--- src/rtl/core_lsu_axil_pkg.sv ---
// core_lsu_pkg: size/response encodings and FSM states for the AXI4-Lite load/store unit
package core_lsu_pkg;
  localparam logic [1:0] SZ_BYTE = 2'b00;
  localparam logic [1:0] SZ_HALF = 2'b01;
  localparam logic [1:0] SZ_WORD = 2'b10;
  localparam logic [1:0] RESP_OKAY = 2'b00;
  localparam logic [1:0] RESP_SLVERR = 2'b10;
  localparam logic [1:0] RESP_DECERR = 2'b11;
  typedef enum logic [2:0] {IDLE, RD_ADDR, RD_DATA, WR, WR_RESP, RESP} lsu_state_e;
  function automatic logic [3:0] size_mask(input logic [1:0] sz);
    return (sz == SZ_BYTE) ? 4'h1 : (sz == SZ_HALF) ? 4'h3 : (sz == SZ_WORD) ? 4'hF : 4'h0;
  endfunction
endpackage

--- src/rtl/core_lsu_axil_if.sv ---
// core_lsu_axil_if: AXI4-Lite bus bundle with master/slave views
interface core_lsu_axil_if #(parameter int AXI_AWIDTH = 32, parameter int AXI_DWIDTH = 32);
  logic [AXI_AWIDTH-1:0] AXI_AWADDR;
  logic [2:0] AXI_AWPROT;
  logic AXI_AWVALID, AXI_AWREADY;
  logic [AXI_DWIDTH-1:0] AXI_WDATA;
  logic [AXI_DWIDTH/8-1:0] AXI_WSTRB;
  logic AXI_WVALID, AXI_WREADY;
  logic [1:0] AXI_BRESP;
  logic AXI_BVALID, AXI_BREADY;
  logic [AXI_AWIDTH-1:0] AXI_ARADDR;
  logic [2:0] AXI_ARPROT;
  logic AXI_ARVALID, AXI_ARREADY;
  logic [AXI_DWIDTH-1:0] AXI_RDATA;
  logic [1:0] AXI_RRESP;
  logic AXI_RVALID, AXI_RREADY;
  modport master (
    output AXI_AWADDR, AXI_AWPROT, AXI_AWVALID, AXI_WDATA, AXI_WSTRB, AXI_WVALID, AXI_BREADY,
    output AXI_ARADDR, AXI_ARPROT, AXI_ARVALID, AXI_RREADY,
    input AXI_AWREADY, AXI_WREADY, AXI_BRESP, AXI_BVALID, AXI_ARREADY, AXI_RDATA, AXI_RRESP, AXI_RVALID
  );
  modport slave (
    input AXI_AWADDR, AXI_AWPROT, AXI_AWVALID, AXI_WDATA, AXI_WSTRB, AXI_WVALID, AXI_BREADY,
    input AXI_ARADDR, AXI_ARPROT, AXI_ARVALID, AXI_RREADY,
    output AXI_AWREADY, AXI_WREADY, AXI_BRESP, AXI_BVALID, AXI_ARREADY, AXI_RDATA, AXI_RRESP, AXI_RVALID
  );
endinterface

--- src/rtl/core_lsu_axil_lane.sv ---
// core_lsu_lane: byte-lane strobe/data placement for stores and extraction/extension for loads
module core_lsu_lane
  import core_lsu_pkg::*;
#(
  parameter int AXI_DWIDTH = 32,
  parameter int XLEN = 32
) (
  input  logic [$clog2(AXI_DWIDTH/8)-1:0] off,
  input  logic [1:0]                      size,
  input  logic                            sgn,
  input  logic [XLEN-1:0]                 st_data,
  input  logic [AXI_DWIDTH-1:0]           ld_bus,
  output logic [AXI_DWIDTH/8-1:0]         wstrb,
  output logic [AXI_DWIDTH-1:0]           wdata,
  output logic [XLEN-1:0]                 ld_data
);
  localparam int SW = AXI_DWIDTH / 8;
  logic [AXI_DWIDTH-1:0] shifted;
  // Size-wise replication already puts the store data on every lane the strobe can select,
  // so the shift by 8*off is absorbed and the whole bus carries the pattern.
  always_comb begin
    wstrb = SW'(size_mask(size)) << off;
    wdata = (size == SZ_BYTE) ? {SW{st_data[7:0]}} :
            (size == SZ_HALF) ? {(SW/2){st_data[15:0]}} : {(AXI_DWIDTH/32){st_data[31:0]}};
    shifted = ld_bus >> {off, 3'b000};
    ld_data = (size == SZ_BYTE) ? {{(XLEN-8){sgn & shifted[7]}}, shifted[7:0]} :
              (size == SZ_HALF) ? {{(XLEN-16){sgn & shifted[15]}}, shifted[15:0]} : shifted[XLEN-1:0];
  end
endmodule

--- src/rtl/core_lsu_axil.sv ---
// core_lsu_axil: RV32I memory-stage load/store unit driving one AXI4-Lite transaction per request.
// Optional LSU_MISALIGN_TRAP_EN: misaligned requests return an error instead of being aligned down.
module core_lsu_axil
  import core_lsu_pkg::*;
#(
  parameter int AXI_AWIDTH = 32,
  parameter int AXI_DWIDTH = 32,
  parameter int XLEN = 32
) (
  input  logic                  CLK,
  input  logic                  NRST,
  input  logic                  REQ_VALID,
  output logic                  REQ_READY,
  input  logic                  REQ_WE,
  input  logic [1:0]            REQ_SIZE,
  input  logic                  REQ_SIGNED,
  input  logic [AXI_AWIDTH-1:0] REQ_ADDR,
  input  logic [XLEN-1:0]       REQ_WDATA,
  output logic                  RSP_VALID,
  output logic [XLEN-1:0]       RSP_RDATA,
  output logic                  RSP_ERR,
  core_lsu_axil_if.master       axi
);
  localparam int OW = $clog2(AXI_DWIDTH/8);
  lsu_state_e state_q, state_d;
  logic [AXI_AWIDTH-1:0] addr_q, addr_d, amask;
  logic [1:0] size_q, size_d;
  logic signed_q, signed_d, we_q, we_d, err_q, err_d;
  logic aw_done_q, aw_done_d, w_done_q, w_done_d;
  logic [XLEN-1:0] wdata_q, wdata_d, ld_data;
  logic [AXI_DWIDTH-1:0] rdata_q, rdata_d;

  always_ff @(posedge CLK) begin
    if (!NRST) begin
      state_q <= IDLE;
      addr_q <= '0;
      size_q <= '0;
      signed_q <= 1'b0;
      we_q <= 1'b0;
      err_q <= 1'b0;
      aw_done_q <= 1'b0;
      w_done_q <= 1'b0;
      wdata_q <= '0;
      rdata_q <= '0;
    end else begin
      state_q <= state_d;
      addr_q <= addr_d;
      size_q <= size_d;
      signed_q <= signed_d;
      we_q <= we_d;
      err_q <= err_d;
      aw_done_q <= aw_done_d;
      w_done_q <= w_done_d;
      wdata_q <= wdata_d;
      rdata_q <= rdata_d;
    end
  end

  always_comb begin
    state_d = state_q;
    addr_d = addr_q;
    size_d = size_q;
    signed_d = signed_q;
    we_d = we_q;
    err_d = err_q;
    wdata_d = wdata_q;
    rdata_d = rdata_q;
    amask = (REQ_SIZE == SZ_HALF) ? AXI_AWIDTH'(1) : (REQ_SIZE == SZ_WORD) ? AXI_AWIDTH'(3) : '0;
    aw_done_d = aw_done_q | (axi.AXI_AWVALID & axi.AXI_AWREADY);
    w_done_d = w_done_q | (axi.AXI_WVALID & axi.AXI_WREADY);
    case (state_q)
      IDLE: if (REQ_VALID) begin
        addr_d = REQ_ADDR & ~amask;
        size_d = REQ_SIZE;
        signed_d = REQ_SIGNED;
        we_d = REQ_WE;
        wdata_d = REQ_WDATA;
        rdata_d = '0;
        err_d = 1'b0;
        aw_done_d = 1'b0;
        w_done_d = 1'b0;
        state_d = REQ_WE ? WR : RD_ADDR;
`ifdef LSU_MISALIGN_TRAP_EN
        if (|(REQ_ADDR & amask)) begin
          state_d = RESP;
          err_d = 1'b1;
        end
`endif
        if (REQ_SIZE == 2'b11) begin
          state_d = RESP;
          err_d = 1'b1;
        end
      end
      RD_ADDR: if (axi.AXI_ARREADY) begin
        state_d = axi.AXI_RVALID ? RESP : RD_DATA;
        rdata_d = axi.AXI_RVALID ? axi.AXI_RDATA : rdata_q;
        err_d = axi.AXI_RVALID & (axi.AXI_RRESP != RESP_OKAY);
      end
      RD_DATA: if (axi.AXI_RVALID) begin
        state_d = RESP;
        rdata_d = axi.AXI_RDATA;
        err_d = axi.AXI_RRESP != RESP_OKAY;
      end
      WR: state_d = (aw_done_d && w_done_d) ? WR_RESP : WR;
      WR_RESP: if (axi.AXI_BVALID) begin
        state_d = RESP;
        err_d = axi.AXI_BRESP != RESP_OKAY;
      end
      RESP: state_d = IDLE;
      default: state_d = IDLE;
    endcase
  end

  core_lsu_lane #(.AXI_DWIDTH(AXI_DWIDTH), .XLEN(XLEN)) u_lane (
    .off(addr_q[OW-1:0]),
    .size(size_q),
    .sgn(signed_q),
    .st_data(wdata_q),
    .ld_bus(rdata_q),
    .wstrb(axi.AXI_WSTRB),
    .wdata(axi.AXI_WDATA),
    .ld_data(ld_data)
  );

  assign REQ_READY = state_q == IDLE;
  assign RSP_VALID = state_q == RESP;
  assign RSP_ERR = RSP_VALID & err_q;
  assign RSP_RDATA = (RSP_VALID && !err_q && !we_q) ? ld_data : '0;
  assign axi.AXI_ARADDR = addr_q;
  assign axi.AXI_AWADDR = addr_q;
  assign axi.AXI_ARPROT = 3'b000;
  assign axi.AXI_AWPROT = 3'b000;
  assign axi.AXI_ARVALID = state_q == RD_ADDR;
  assign axi.AXI_RREADY = (state_q == RD_ADDR) || (state_q == RD_DATA);
  assign axi.AXI_AWVALID = (state_q == WR) && !aw_done_q;
  assign axi.AXI_WVALID = (state_q == WR) && !w_done_q;
  assign axi.AXI_BREADY = (state_q == WR) || (state_q == WR_RESP);
endmodule

--- src/flat_wrapper.sv ---
// flat-port wrapper written by rule: the top's interface ports become plain ports
module core_lsu_axil_flat import core_lsu_pkg::*;
#(
  parameter int AXI_AWIDTH = 32,
  parameter int AXI_DWIDTH = 32,
  parameter int XLEN = 32
)
  (CLK, NRST, REQ_VALID, REQ_READY, REQ_WE, REQ_SIZE, REQ_SIGNED, REQ_ADDR, REQ_WDATA, RSP_VALID, RSP_RDATA, RSP_ERR, axi_AXI_AWADDR, axi_AXI_AWPROT, axi_AXI_AWVALID, axi_AXI_WDATA, axi_AXI_WSTRB, axi_AXI_WVALID, axi_AXI_BREADY, axi_AXI_ARADDR, axi_AXI_ARPROT, axi_AXI_ARVALID, axi_AXI_RREADY, axi_AXI_AWREADY, axi_AXI_WREADY, axi_AXI_BRESP, axi_AXI_BVALID, axi_AXI_ARREADY, axi_AXI_RDATA, axi_AXI_RRESP, axi_AXI_RVALID);
  core_lsu_axil_if #(.AXI_AWIDTH(AXI_AWIDTH), .AXI_DWIDTH(AXI_DWIDTH)) axi_i ();
  input  logic CLK;
  input  logic NRST;
  input  logic REQ_VALID;
  output logic REQ_READY;
  input  logic REQ_WE;
  input  logic [1:0] REQ_SIZE;
  input  logic REQ_SIGNED;
  input  logic [AXI_AWIDTH-1:0] REQ_ADDR;
  input  logic [XLEN-1:0] REQ_WDATA;
  output logic RSP_VALID;
  output logic [XLEN-1:0] RSP_RDATA;
  output logic RSP_ERR;
  output wire logic [$bits(axi_i.AXI_AWADDR)-1:0] axi_AXI_AWADDR;
  output wire logic [$bits(axi_i.AXI_AWPROT)-1:0] axi_AXI_AWPROT;
  output wire logic [$bits(axi_i.AXI_AWVALID)-1:0] axi_AXI_AWVALID;
  output wire logic [$bits(axi_i.AXI_WDATA)-1:0] axi_AXI_WDATA;
  output wire logic [$bits(axi_i.AXI_WSTRB)-1:0] axi_AXI_WSTRB;
  output wire logic [$bits(axi_i.AXI_WVALID)-1:0] axi_AXI_WVALID;
  output wire logic [$bits(axi_i.AXI_BREADY)-1:0] axi_AXI_BREADY;
  output wire logic [$bits(axi_i.AXI_ARADDR)-1:0] axi_AXI_ARADDR;
  output wire logic [$bits(axi_i.AXI_ARPROT)-1:0] axi_AXI_ARPROT;
  output wire logic [$bits(axi_i.AXI_ARVALID)-1:0] axi_AXI_ARVALID;
  output wire logic [$bits(axi_i.AXI_RREADY)-1:0] axi_AXI_RREADY;
  input wire logic [$bits(axi_i.AXI_AWREADY)-1:0] axi_AXI_AWREADY;
  input wire logic [$bits(axi_i.AXI_WREADY)-1:0] axi_AXI_WREADY;
  input wire logic [$bits(axi_i.AXI_BRESP)-1:0] axi_AXI_BRESP;
  input wire logic [$bits(axi_i.AXI_BVALID)-1:0] axi_AXI_BVALID;
  input wire logic [$bits(axi_i.AXI_ARREADY)-1:0] axi_AXI_ARREADY;
  input wire logic [$bits(axi_i.AXI_RDATA)-1:0] axi_AXI_RDATA;
  input wire logic [$bits(axi_i.AXI_RRESP)-1:0] axi_AXI_RRESP;
  input wire logic [$bits(axi_i.AXI_RVALID)-1:0] axi_AXI_RVALID;
  assign axi_AXI_AWADDR = axi_i.AXI_AWADDR;
  assign axi_AXI_AWPROT = axi_i.AXI_AWPROT;
  assign axi_AXI_AWVALID = axi_i.AXI_AWVALID;
  assign axi_AXI_WDATA = axi_i.AXI_WDATA;
  assign axi_AXI_WSTRB = axi_i.AXI_WSTRB;
  assign axi_AXI_WVALID = axi_i.AXI_WVALID;
  assign axi_AXI_BREADY = axi_i.AXI_BREADY;
  assign axi_AXI_ARADDR = axi_i.AXI_ARADDR;
  assign axi_AXI_ARPROT = axi_i.AXI_ARPROT;
  assign axi_AXI_ARVALID = axi_i.AXI_ARVALID;
  assign axi_AXI_RREADY = axi_i.AXI_RREADY;
  assign axi_i.AXI_AWREADY = axi_AXI_AWREADY;
  assign axi_i.AXI_WREADY = axi_AXI_WREADY;
  assign axi_i.AXI_BRESP = axi_AXI_BRESP;
  assign axi_i.AXI_BVALID = axi_AXI_BVALID;
  assign axi_i.AXI_ARREADY = axi_AXI_ARREADY;
  assign axi_i.AXI_RDATA = axi_AXI_RDATA;
  assign axi_i.AXI_RRESP = axi_AXI_RRESP;
  assign axi_i.AXI_RVALID = axi_AXI_RVALID;
  core_lsu_axil #(.AXI_AWIDTH(AXI_AWIDTH), .AXI_DWIDTH(AXI_DWIDTH), .XLEN(XLEN)) u_core (.CLK(CLK), .NRST(NRST), .REQ_VALID(REQ_VALID), .REQ_READY(REQ_READY), .REQ_WE(REQ_WE), .REQ_SIZE(REQ_SIZE), .REQ_SIGNED(REQ_SIGNED), .REQ_ADDR(REQ_ADDR), .REQ_WDATA(REQ_WDATA), .RSP_VALID(RSP_VALID), .RSP_RDATA(RSP_RDATA), .RSP_ERR(RSP_ERR), .axi(axi_i));
endmodule
--- config.mk ---
export PLATFORM = sky130hd
export DESIGN_NAME = core_lsu_axil_flat
export DESIGN_NICKNAME = d
export VERILOG_FILES = /design/src/rtl/core_lsu_axil_pkg.sv /design/src/rtl/core_lsu_axil_if.sv /design/src/rtl/core_lsu_axil_lane.sv /design/src/rtl/core_lsu_axil.sv /design/src/flat_wrapper.sv
export SDC_FILE = /design/constraint.sdc
export NUM_CORES = 1
export LEC_CHECK = 0
export ABC_AREA = 1
export CORE_AREA = 5 5 118 120
export DETAILED_ROUTE_END_ITERATION = 7
export DIE_AREA = 0 0 123 125
export HOLD_SLACK_MARGIN = 0.12
export PLACE_DENSITY = 0.86
export SLEW_MARGIN = 20
export SYNTH_ARGS = -nofsm -noshare
export SYNTH_HDL_FRONTEND = slang
export SYNTH_SLANG_ARGS = --single-unit
--- constraint.sdc ---
create_clock -name CLK -period 4.1 [get_ports CLK]
set_input_delay 0.82 -clock CLK [delete_from_list [all_inputs] [get_ports CLK]]
set_output_delay 0.82 -clock CLK [all_outputs]
set_load 0.05 [all_outputs]
==> metrics.md <==
| Metric | Value |
|---|---|
| Worst setup path class | flop to output port |
| Clk slew on worst S/H paths | 0.07 ns |
| Vias in the first global route | 5722 |
| Final worst path period share | 92.7% |
| Layout cells sized above 1 | 8.04% |
| Area grow syn2layout | 46.1% |
| Worst VDD drop | 0.590 mV |
| Drt wl/cell | 15.4 um |
| Post-synth EDFFs | 0 |
| Final setup vio count | 0 |
| Post-synth top area share | 36.8% |
| Worst flop-to-flop path startpoint | u_core.state_q[1]$_SDFFE_PN0P_ |
| Most common cell in the netlist | nor2_1 |
| Synthesis Warnings | 0 |
| CTS H-tree depth | 3 |
| Sequential area share after synthesis | 36.8% |
| Asr flop ratio synth | 0% |
| Number of library cell types mapped by synthesis | 34 |
| DRC Markers | 0 |
| Total wire length | 19.2 mm |
| DP HPWL | 14.5 mm |
| GRT overflow | 0 |
| Die X-Extent | 123 um |
| CP max FO | 18 |
| Mapped Area | 5760 um^2 |
| Syn Inst Count | 886 |
| Clock latency on the worst-skew pair | 0.35 ns |
| Minimum clock period | 3.80 ns |
| Clock Tree Root | clkbuf_16 |
| Io pins | 258 |
| First-pass GRT wire length | 29.9 mm |
| Primary FF master, synth | dfxtp_1 |
| PwrDens | 842 nW/um^2 |
| Worst setup EP type | output port |
| Slew @ Worst Pin | 0.881 ns |
| # Max-Cap Violations | 0 |
| Number of diodes | 0 |
| #FFs+latches synth | 106 |
| Worst Path Arrival | 2.98 ns |
| Critical path origin | u_core.size_q[1]$_SDFFE_PN0P_ |
| CP Launch Type | flop |
| Hold Crit Start | u_core.wdata_q[10]$_SDFFE_PN0P_ |
| Met2 WL | 8.93 mm |
| Gpl congestion | 0.917 |
| TritonCTS clock tree | yes |
| WL met1 | 7.90 mm |
| Slew Limit Fails | 0 |
| Leakage | 3.62 nW |
| Largest net degree at the start of global routing | 65 |
| DR vias | 6183 |
| Top sig layer | met4 |
| Clock Skews | 0.00839 ns |
| Fin. Hold Viols | 0 |
| Met3 routed WL | 1.80 mm |
| IO buf count | 251 |
| Drt initial violations | 578 |
| Setup TNS | 0 ns |
| Synth area leaders | dfxtp_1, nor2_1, nand2_1 |
| Die area | 15400 um^2 |
| CTS Sinks | 106 |
| Core area | 12900 um^2 |
| Clock Tree Buf Depth | 2 |
| GRT Overall Usage | 24.3% |
| Slew headroom | 41.2% |
| Critical path data required time | 3.28 ns |
| Post CTS Setup Buffer Count | 0 |
| Synth area leader | dfxtp_1 |
| Hold/Removal Path Class | flop to flop |
| Storage element area | 2120 um^2 |
| Pre-CTS WS | 0.677 ns |
| Via density per instance | 4.96 |
| Cts hold-fix bufs | 0 |
| # fillers | 1119 |
| Status | finished, final reports clean |
| FMAX | 263 MHz |
| ANT nets after route | 0 |
| RSZ-0062 raised after global routing | no |
| Resized cells post-CTS | 0 |
| DRT Pass-1 Iters | 6 |
| Commonest cells post-synth | nor2_1, nand2_1, dfxtp_1 |
| Cts bufs inserted | 9 |
| Avg Cell Area, Syn | 6.51 um^2 |
| Initial Util | 44.8% |
| Row count | 42 |
| Die Ht | 125 um |
| Initial antenna violation count | 0 |
| Setup ws final | 0.299 ns |
| Multi-input logic area | 2840 um^2 |
| Final net count | 1183 |
==> worst paths after layout <==
path,to,slack [ns],cells past startpoint
max,axi_AXI_WDATA[21],0.30,7
max reg2reg,u_core.axi.AXI_ARADDR[0]$_SDFFE_PN0P_,1.96,6
min reg2reg,u_core.wdata_q[10]$_SDFFE_PN0P_,0.45,2
min,u_core.wdata_q[10]$_SDFFE_PN0P_,0.45,2
==> final cells by class <==
| type | count | share of cell area (%) |
|---|---|---|
| Tap cell | 176 | 2.62 |
| Clock inverter | 4 | 0.401 |
| Clock buffer | 12 | 3.16 |
| Inverter | 50 | 2.26 |
| Sequential cell | 106 | 25.2 |
| Timing Repair Buffer | 264 | 32.6 |
| Multi-Input combinational cell | 634 | 33.8 |
==> routing by layer <==
metal | track usage (%) | vias to the layer above
met2 | 38.8 | 287
met5 | 0 | -
met1 | 32.1 | 2752
li1 | - | 3108
met3 | 6.05 | 36
met4 | 8.14 | 0
==> metrics by stage <==
step / std cells / instance area, um^2 / util (%) / hold slack [ns] / total power [mW]
global route: 1246 / 8420 / 65.4 / 0.478 / 7.55
finish: 1246 / 8420 / 65.4 / 0.452 / 7.09
global placement: 1230 / 8120 / 63.1 / 0.435 / 6.14
floorplan: 891 / 5780 / - / 0.424 / 5.07
detailed placement: 1230 / 8120 / 63.1 / 0.443 / 6.21
CTS: 1246 / 8420 / 65.4 / 0.454 / 7.09
==> report_power, final <==
group	total [mW]	internal, mW	switching, mW
clock network	0.869	0.467	0.402
registers	1.67	1.38	0.294
logic	4.54	1.41	3.13
total	7.09	3.26	3.83
==> state kept, by name, indices dropped and copies added (netlist names) <==
signal                 flops
u_core.err_q               1
u_core.axi.AXI_ARADDR     32
u_core.size_q              2
u_core.we_q                1
u_core.w_done_q            1
u_core.aw_done_q           1
u_core.signed_q            1
u_core.state_q             3
u_core.rdata_q            32
u_core.wdata_q            32
==> cell usage in the layout, fill, tap and decap left out, types with 4 or more instances in the layout <==
master and instances:
a21oi_1 41, buf_12 16, conb_1 6, a311oi_1 5, clkbuf_16 9, ha_1 6
nand3_1 17, buf_4 21, nand2_1 188, nand2_2 4, a31oi_1 7, inv_1 47
nor2_2 13, clkdlybuf4s50_1 226, o21ai_0 104, nor2_1 221, dfxtp_1 106
==> worst max-delay path, stage by stage (launching register included) <==
cell and delay [ns]:
dfxtp_1 0.35, inv_1 0.08, ha_1 0.31, nor2_2 0.57, buf_4 0.32, nand2_1 0.07
o21ai_0 0.09, clkdlybuf4s50_1 0.84
==> cells by family after synthesis <==
group,synth area share (%)
and+or+nand+nor,32.6
AOI/OAI and AO/OA,15.0
buffers and inverters,14.2
DFF,36.8
adders and majority gates,1.30
other,0.0651
Note: power is estimated with default switching activity, not from simulation.
